File: config.mk
export PLATFORM = sky130hd
export DESIGN_NAME = rs232_avm_slave
export DESIGN_NICKNAME = d
export VERILOG_FILES = /design/src/rtl/rs232_avm_slave.sv
export SDC_FILE = /design/constraint.sdc
export NUM_CORES = 1
export LEC_CHECK = 0
export BUFFER_PORTS_ARGS = -buffer_cell sky130_fd_sc_hd__buf_2
export CAP_MARGIN = 0
export CORE_MARGIN = 4
export CORE_UTILIZATION = 54
export DETAILED_ROUTE_END_ITERATION = 8
export GPL_ROUTABILITY_DRIVEN = 0
export PLACE_DENSITY = 0.79
export SETUP_SLACK_MARGIN = 0.3
export SYNTH_ARGS = -nofsm -noshare
export SYNTH_HDL_FRONTEND = slang
export SYNTH_SLANG_ARGS = --single-unit
File: constraint.sdc
create_clock -name avm_clk -period 2.2 [get_ports avm_clk]
set_input_delay 0.66 -clock avm_clk [delete_from_list [all_inputs] [get_ports avm_clk]]
set_output_delay 0.66 -clock avm_clk [all_outputs]
set_load 0.01 [all_outputs]
File: src/rtl/rs232_avm_slave.sv
// Avalon-MM slave UART (8N1) for the RSA256 host link.
// Register map: 0 = RX byte (read), 4 = TX byte (write), 8 = STATUS (read).
// Bus handshake: a request (avm_read or avm_write held high) is seen with
// avm_waitrequest=1. On the next clock edge it is accepted: side effects are
// committed and readdata is registered. avm_waitrequest is then 0 for exactly one
// cycle, and returns to 1 the cycle after, even if the request is still held.
// A held request therefore restarts as a fresh access every second cycle.
// Read wins when read and write are asserted together.
module rs232_avm_slave #(
    parameter int CLKS_PER_BIT = 434
) (
    input  logic        avm_clk,
    input  logic        avm_rst_n,
    input  logic [4:0]  avm_address,
    input  logic        avm_read,
    output logic [31:0] avm_readdata,
    input  logic        avm_write,
    input  logic [31:0] avm_writedata,
    output logic        avm_waitrequest,
    input  logic        uart_rxd,
    output logic        uart_txd
);
    localparam int CW = $clog2(CLKS_PER_BIT);
    localparam logic [CW-1:0] BIT_LAST  = CW'(CLKS_PER_BIT - 1);
    localparam logic [CW-1:0] HALF_LAST = CW'(CLKS_PER_BIT / 2 - 1);
    localparam logic [4:0] ADDR_RX     = 5'd0;
    localparam logic [4:0] ADDR_TX     = 5'd4;
    localparam logic [4:0] ADDR_STATUS = 5'd8;

    typedef enum logic [1:0] {RX_IDLE, RX_START, RX_DATA, RX_STOP} rx_state_t;
    typedef enum logic [1:0] {TX_IDLE, TX_START, TX_DATA, TX_STOP} tx_state_t;

    // bus side
    logic        ack_q, ack_d;
    logic [31:0] rdata_q, rdata_d;
    logic        rd_acc, wr_acc, rx_rd, tx_wr;
    // rx side
    logic        rx_sync1_q, rx_sync2_q, rx_prev_q;
    rx_state_t   rx_state_q, rx_state_d;
    logic [CW-1:0] rx_cnt_q, rx_cnt_d;
    logic [2:0]  rx_bit_q, rx_bit_d;
    logic [7:0]  rx_shift_q, rx_shift_d;
    logic        rx_commit;
    logic [7:0]  rx_byte_q, rx_byte_d;
    logic        rx_full_q, rx_full_d, roe_q, roe_d, fe_q, fe_d;
    // tx side
    tx_state_t   tx_state_q, tx_state_d;
    logic [CW-1:0] tx_cnt_q, tx_cnt_d;
    logic [2:0]  tx_bit_q, tx_bit_d;
    logic [7:0]  tx_shift_q, tx_shift_d;
    logic        tx_load;
    logic [7:0]  tx_hold_q, tx_hold_d;
    logic        tx_full_q, tx_full_d;
    logic        txd_q, txd_d;

    logic        wdata_unused;
    assign wdata_unused    = ^avm_writedata[31:8];

    assign avm_waitrequest = ~ack_q;
    assign avm_readdata    = rdata_q;
    assign uart_txd        = txd_q;

    // Bus acceptance, one wait state, read data mux.
    always_comb begin
        ack_d   = (avm_read | avm_write) & ~ack_q;
        rd_acc  = ack_d & avm_read;
        wr_acc  = ack_d & avm_write & ~avm_read;
        rx_rd   = rd_acc && (avm_address == ADDR_RX);
        tx_wr   = wr_acc && (avm_address == ADDR_TX);
        rdata_d = rdata_q;
        if (rd_acc) begin
            case (avm_address)
                ADDR_RX:     rdata_d = {24'b0, rx_byte_q};
                ADDR_STATUS: rdata_d = {24'b0, rx_full_q, ~tx_full_q, 2'b0, roe_q, fe_q, 2'b0};
                default:     rdata_d = '0;
            endcase
        end
    end

    // RX frame receiver: detect start edge, sample mid-bit, check stop bit.
    always_comb begin
        rx_state_d = rx_state_q;
        rx_cnt_d   = rx_cnt_q;
        rx_bit_d   = rx_bit_q;
        rx_shift_d = rx_shift_q;
        rx_commit  = 1'b0;
        fe_d       = fe_q;
        case (rx_state_q)
            RX_IDLE: begin
                rx_cnt_d = '0;
                rx_bit_d = '0;
                if (rx_prev_q && !rx_sync2_q) rx_state_d = RX_START;
            end
            RX_START: begin
                if (rx_cnt_q == HALF_LAST) begin
                    rx_cnt_d   = '0;
                    rx_state_d = rx_sync2_q ? RX_IDLE : RX_DATA;
                end else begin
                    rx_cnt_d = rx_cnt_q + 1'b1;
                end
            end
            RX_DATA: begin
                if (rx_cnt_q == BIT_LAST) begin
                    rx_cnt_d   = '0;
                    rx_shift_d = {rx_sync2_q, rx_shift_q[7:1]};
                    rx_bit_d   = rx_bit_q + 1'b1;
                    if (rx_bit_q == 3'd7) rx_state_d = RX_STOP;
                end else begin
                    rx_cnt_d = rx_cnt_q + 1'b1;
                end
            end
            RX_STOP: begin
                if (rx_cnt_q == BIT_LAST) begin
                    rx_cnt_d   = '0;
                    rx_state_d = RX_IDLE;
                    if (rx_sync2_q) rx_commit = 1'b1;
                    else            fe_d      = 1'b1;
                end else begin
                    rx_cnt_d = rx_cnt_q + 1'b1;
                end
            end
            default: rx_state_d = RX_IDLE;
        endcase
    end

    // RX holding register: a read frees the slot, so a commit in the same cycle still lands.
    always_comb begin
        rx_byte_d = rx_byte_q;
        rx_full_d = rx_full_q;
        roe_d     = roe_q;
        if (rx_rd) begin
            rx_full_d = 1'b0;
            roe_d     = 1'b0;
        end
        if (rx_commit) begin
            if (!rx_full_q || rx_rd) begin
                rx_byte_d = rx_shift_q;
                rx_full_d = 1'b1;
            end else begin
                roe_d = 1'b1;
            end
        end
    end

    // TX frame sender; txd is registered from the next state to stay glitch free.
    always_comb begin
        tx_state_d = tx_state_q;
        tx_cnt_d   = tx_cnt_q;
        tx_bit_d   = tx_bit_q;
        tx_shift_d = tx_shift_q;
        tx_load    = 1'b0;
        case (tx_state_q)
            TX_IDLE: begin
                tx_cnt_d = '0;
                tx_bit_d = '0;
                if (tx_full_q) begin
                    tx_load    = 1'b1;
                    tx_shift_d = tx_hold_q;
                    tx_state_d = TX_START;
                end
            end
            TX_START: begin
                if (tx_cnt_q == BIT_LAST) begin
                    tx_cnt_d   = '0;
                    tx_state_d = TX_DATA;
                end else begin
                    tx_cnt_d = tx_cnt_q + 1'b1;
                end
            end
            TX_DATA: begin
                if (tx_cnt_q == BIT_LAST) begin
                    tx_cnt_d   = '0;
                    tx_shift_d = {1'b1, tx_shift_q[7:1]};
                    tx_bit_d   = tx_bit_q + 1'b1;
                    if (tx_bit_q == 3'd7) tx_state_d = TX_STOP;
                end else begin
                    tx_cnt_d = tx_cnt_q + 1'b1;
                end
            end
            TX_STOP: begin
                if (tx_cnt_q == BIT_LAST) begin
                    tx_cnt_d   = '0;
                    tx_state_d = TX_IDLE;
                end else begin
                    tx_cnt_d = tx_cnt_q + 1'b1;
                end
            end
            default: tx_state_d = TX_IDLE;
        endcase
        case (tx_state_d)
            TX_START: txd_d = 1'b0;
            TX_DATA:  txd_d = tx_shift_d[0];
            default:  txd_d = 1'b1;
        endcase
    end

    // TX holding register: a write in the shift-load cycle refills the freed slot.
    always_comb begin
        tx_hold_d = tx_hold_q;
        tx_full_d = tx_full_q;
        if (tx_load) tx_full_d = 1'b0;
        if (tx_wr && (!tx_full_q || tx_load)) begin
            tx_hold_d = avm_writedata[7:0];
            tx_full_d = 1'b1;
        end
    end

    // State registers, synchronous active-low reset.
    always_ff @(posedge avm_clk) begin
        if (!avm_rst_n) begin
            ack_q      <= 1'b0;
            rdata_q    <= '0;
            rx_sync1_q <= 1'b1;
            rx_sync2_q <= 1'b1;
            rx_prev_q  <= 1'b1;
            rx_state_q <= RX_IDLE;
            rx_cnt_q   <= '0;
            rx_bit_q   <= '0;
            rx_shift_q <= '0;
            rx_byte_q  <= '0;
            rx_full_q  <= 1'b0;
            roe_q      <= 1'b0;
            fe_q       <= 1'b0;
            tx_state_q <= TX_IDLE;
            tx_cnt_q   <= '0;
            tx_bit_q   <= '0;
            tx_shift_q <= '0;
            tx_hold_q  <= '0;
            tx_full_q  <= 1'b0;
            txd_q      <= 1'b1;
        end else begin
            ack_q      <= ack_d;
            rdata_q    <= rdata_d;
            rx_sync1_q <= uart_rxd;
            rx_sync2_q <= rx_sync1_q;
            rx_prev_q  <= rx_sync2_q;
            rx_state_q <= rx_state_d;
            rx_cnt_q   <= rx_cnt_d;
            rx_bit_q   <= rx_bit_d;
            rx_shift_q <= rx_shift_d;
            rx_byte_q  <= rx_byte_d;
            rx_full_q  <= rx_full_d;
            roe_q      <= roe_d;
            fe_q       <= fe_d;
            tx_state_q <= tx_state_d;
            tx_cnt_q   <= tx_cnt_d;
            tx_bit_q   <= tx_bit_d;
            tx_shift_q <= tx_shift_d;
            tx_hold_q  <= tx_hold_d;
            tx_full_q  <= tx_full_d;
            txd_q      <= txd_d;
        end
    end
endmodule

==> flow_metrics.py <==
metrics = {
    "cts": {
        "cts_made_buffers": 9,
        "cts_tree": "yes",
        "cts_num_sinks": 77,
        "clk_pin_slew_ns": 0.08,
        "cts_buffer_depth": 2,
        "cts_root_buf": "clkbuf_8",
        "htree_levels": 3,
        "clock_latency_ns": 0.34,
    },
    "floorplan": {
        "initial_core_util": 0.5692,
        "die_x_um": 87.93,
        "boundaryPins": 76,
        "fp-row-count": 28,
        "fp.dieH_um": 87.93,
        "coreArea_um2": 6061,
        "dieArea_um2": 7731,
    },
    "setup_path": {
        "crit_fanout": 8,
        "required_ns": 2.42,
        "ff2ff_path_depth": 6,
        "worstSetupStartpointType": "input port",
        "end_kind": "register",
        "worstPathArrival_ns": 2.07,
        "r2r_slack_ns": 0.42,
        "crit_type": "input port to register",
    },
    "timing": {
        "clock.fmax_mhz": 541.2,
        "fin_crit_sh": 0.8399,
        "drv_slew": 0,
        "setup_tns_ns": 0,
        "whs_ns": 0.4293,
        "rsz0062_at_grt": "true",
        "fin_ws_ns": 0.3523,
        "skew_ns": 0.007960,
        "setup_viol": 0,
        "hold_violations": 0,
        "layout_min_cycle_time_ns": 1.848,
    },
    "pwr": {
        "power.density_nw_per_um2": 695.3,
        "clockPowerShare": 0.444,
        "power_mw": 2.699,
        "pwr-share-comb": 0.035,
        "p_int_mw": 2.107,
        "switching_share": 0.2192,
        "seq_power_share": 0.521,
        "p_leak_nw": 1.563,
        "power.switching_mw": 0.5916,
        "ir_drop_mv": 0.5496,
    },
    "layout": {
        "syn_to_final_growth_pct": 12.51,
        "drive_above_1_share": 0.1659,
        "final_common_cell": "dfxtp_1",
        "fin_cells": 491,
        "final_core_util": 0.6404,
        "final_cell_area_um2": 3881,
        "n_fill_cell": 499,
        "final_nets": 462,
        "n_antenna_cell": 0,
        "final_cell_mix": "76 x dfxtp_1, 48 x nor2_1, 32 x nand2_1, 27 x buf_2",
    },
    "placement": {
        "post-dp-hpwl_um": 4492,
        "dp_cells": 474,
        "io_buffers": 27,
        "pre_cts_ws_ns": -0.01059,
        "place_area_um2": 3595,
    },
    "logic_synthesis": {
        "synthArstFlopShare": 0,
        "synth.area.top_cells": "dfxtp_1 45%, mux2i_1 7.0%, buf_4 5.2%",
        "synth_top_cell_by_area": "dfxtp_1",
        "synth_warnings": 0,
        "synth_edf_count": 0,
        "synthCells": 380,
        "ys_types": 53,
        "synth_ff_type": "dfxtp_1",
        "ys_seq_area_frac": 0.4469,
        "synth.avg_cell_area_um2": 9.078,
        "ys_ff_latch": 77,
        "syn_area_um2": 3450,
        "synth_top_area_share": 0.4469,
    },
    "global_route": {
        "grt_pass1_wl_um": 10830,
        "antenna_found_initial": 0,
        "grt_start_max_net_pins": 44,
        "gr-total-overflow": 0,
        "grt_pass1_vias": 2390,
        "grt_use_total": 0.1782,
    },
    "routing": {
        "num_vias": 2639,
        "post_drt_wl_per_cell_um": 13.21,
        "dr.pass1.iters": 5,
        "drc_errors": 0,
        "wl_um": 6484,
        "post_drt_via_cell_ratio": 5.375,
        "ant_nets": 0,
        "first_iter_violations": 126,
    },
    "hold_path": {
        "hold_depth": 1,
        "hold_path.class": "register to register",
    },
    "flow_run": {
        "drv_cap": 0,
    },
    "outcome": {
        "outcome": "finished, final reports clean",
    },
}
[logic make-up after synthesis]
group | share of synthesized area
DFF | 0.4469
other | 0.001087
xor gates and xnor gates | 0.03809
and+or+nand+nor | 0.2118
AOI/OAI and AO/OA | 0.1132
buffers and inverters | 0.08342
muxes | 0.07290
adders and majority gates | 0.03264
[routing by layer]
| layer | routed length [µm] | vias up | global-route usage |
|---|---|---|---|
| li1 | - | 1335 | - |
| met2 | 3275 | 63 | 0.3055 |
| met1 | 2851 | 1236 | 0.2103 |
| met5 | 0 | - | 0 |
| met3 | 330 | 5 | 0.05362 |
| met4 | 27 | 0 | 0.06555 |
[final timing paths]
path / end / startpoint
min reg2reg: rx_sync2_q / rx_sync1_q
max: rx_byte_q[6] / avm_address[3]
min: rx_sync2_q / rx_sync1_q
max reg2reg: uart_txd / tx_cnt_q[1]
[synthesized netlist by cell type (all sizes together), types with 2 or more instances]
| cell | count |
|---|---|
| nand4bb | 2 |
| clkbuf | 14 |
| o21a | 4 |
| nor2 | 49 |
| nor3 | 5 |
| mux2i | 24 |
| nor3b | 2 |
| a22oi | 13 |
| a41oi | 2 |
| xor2 | 6 |
| nor2b | 2 |
| or3b | 3 |
| buf | 27 |
| and4b | 2 |
| nand4b | 3 |
| inv | 8 |
| dfxtp | 77 |
| and4bb | 2 |
| nor4b | 2 |
| nor4 | 3 |
| or3 | 2 |
| nand2 | 33 |
| o21ai | 9 |
| and3 | 5 |
| nand3 | 12 |
| nand4 | 2 |
| and2 | 3 |
| ha | 9 |
| nand2b | 5 |
| o22ai | 6 |
| a21oi | 21 |
| xnor2 | 9 |
[critical path, stage by stage]
cell     delay (ns)
buf_2          0.10
or4_4          0.53
buf_4          0.16
o21ai_1        0.22
nand2_2        0.22
mux2i_1        0.18
[repair_timing]
item / 4_1_cts / 5_1_grt
endpoints found under the setup margin: 0 / 19
buffers inserted: 0 / 1
hold endpoints to repair: 0 / 0
hold buffers: 0 / 0
gates resized for setup: 0 / 9
[flip-flops by register name, indices dropped and copies added, names as in the netlist, 2 cells and up, named ones only]
register	cells
avm_readdata	8
rx_bit_q	3
rx_byte_q	8
rx_cnt_q	9
rx_shift_q	8
tx_bit_q	3
tx_cnt_q	9
tx_hold_q	8
tx_shift_q	8
tx_state_q	2
[cell type report]
type                       count  area [µm²]  area share
multi-input combinational    276        1758      0.4529
sequential                    77        1543      0.3975
timing repair buffer          38       221.5     0.05706
clock buffer                  10       137.6     0.03546
clock inverter                 6       93.84     0.02418
tap                           75       93.84     0.02418
inverter                       9       33.78    0.008704
[power groups by stage]
stage | registers (mW) | logic (mW) | clock network [mW]
final | 1.41 | 0.0934 | 1.20
after global routing | 1.41 | 0.104 | 1.31
after CTS | 1.41 | 0.0916 | 1.24
after detailed placement | 1.44 | 0.0908 | 0
after global placement | 1.44 | 0.0890 | 0
after floorplan | 1.44 | 0.0922 | 0
No activity file was read; power rests on OpenSTA's default activity.
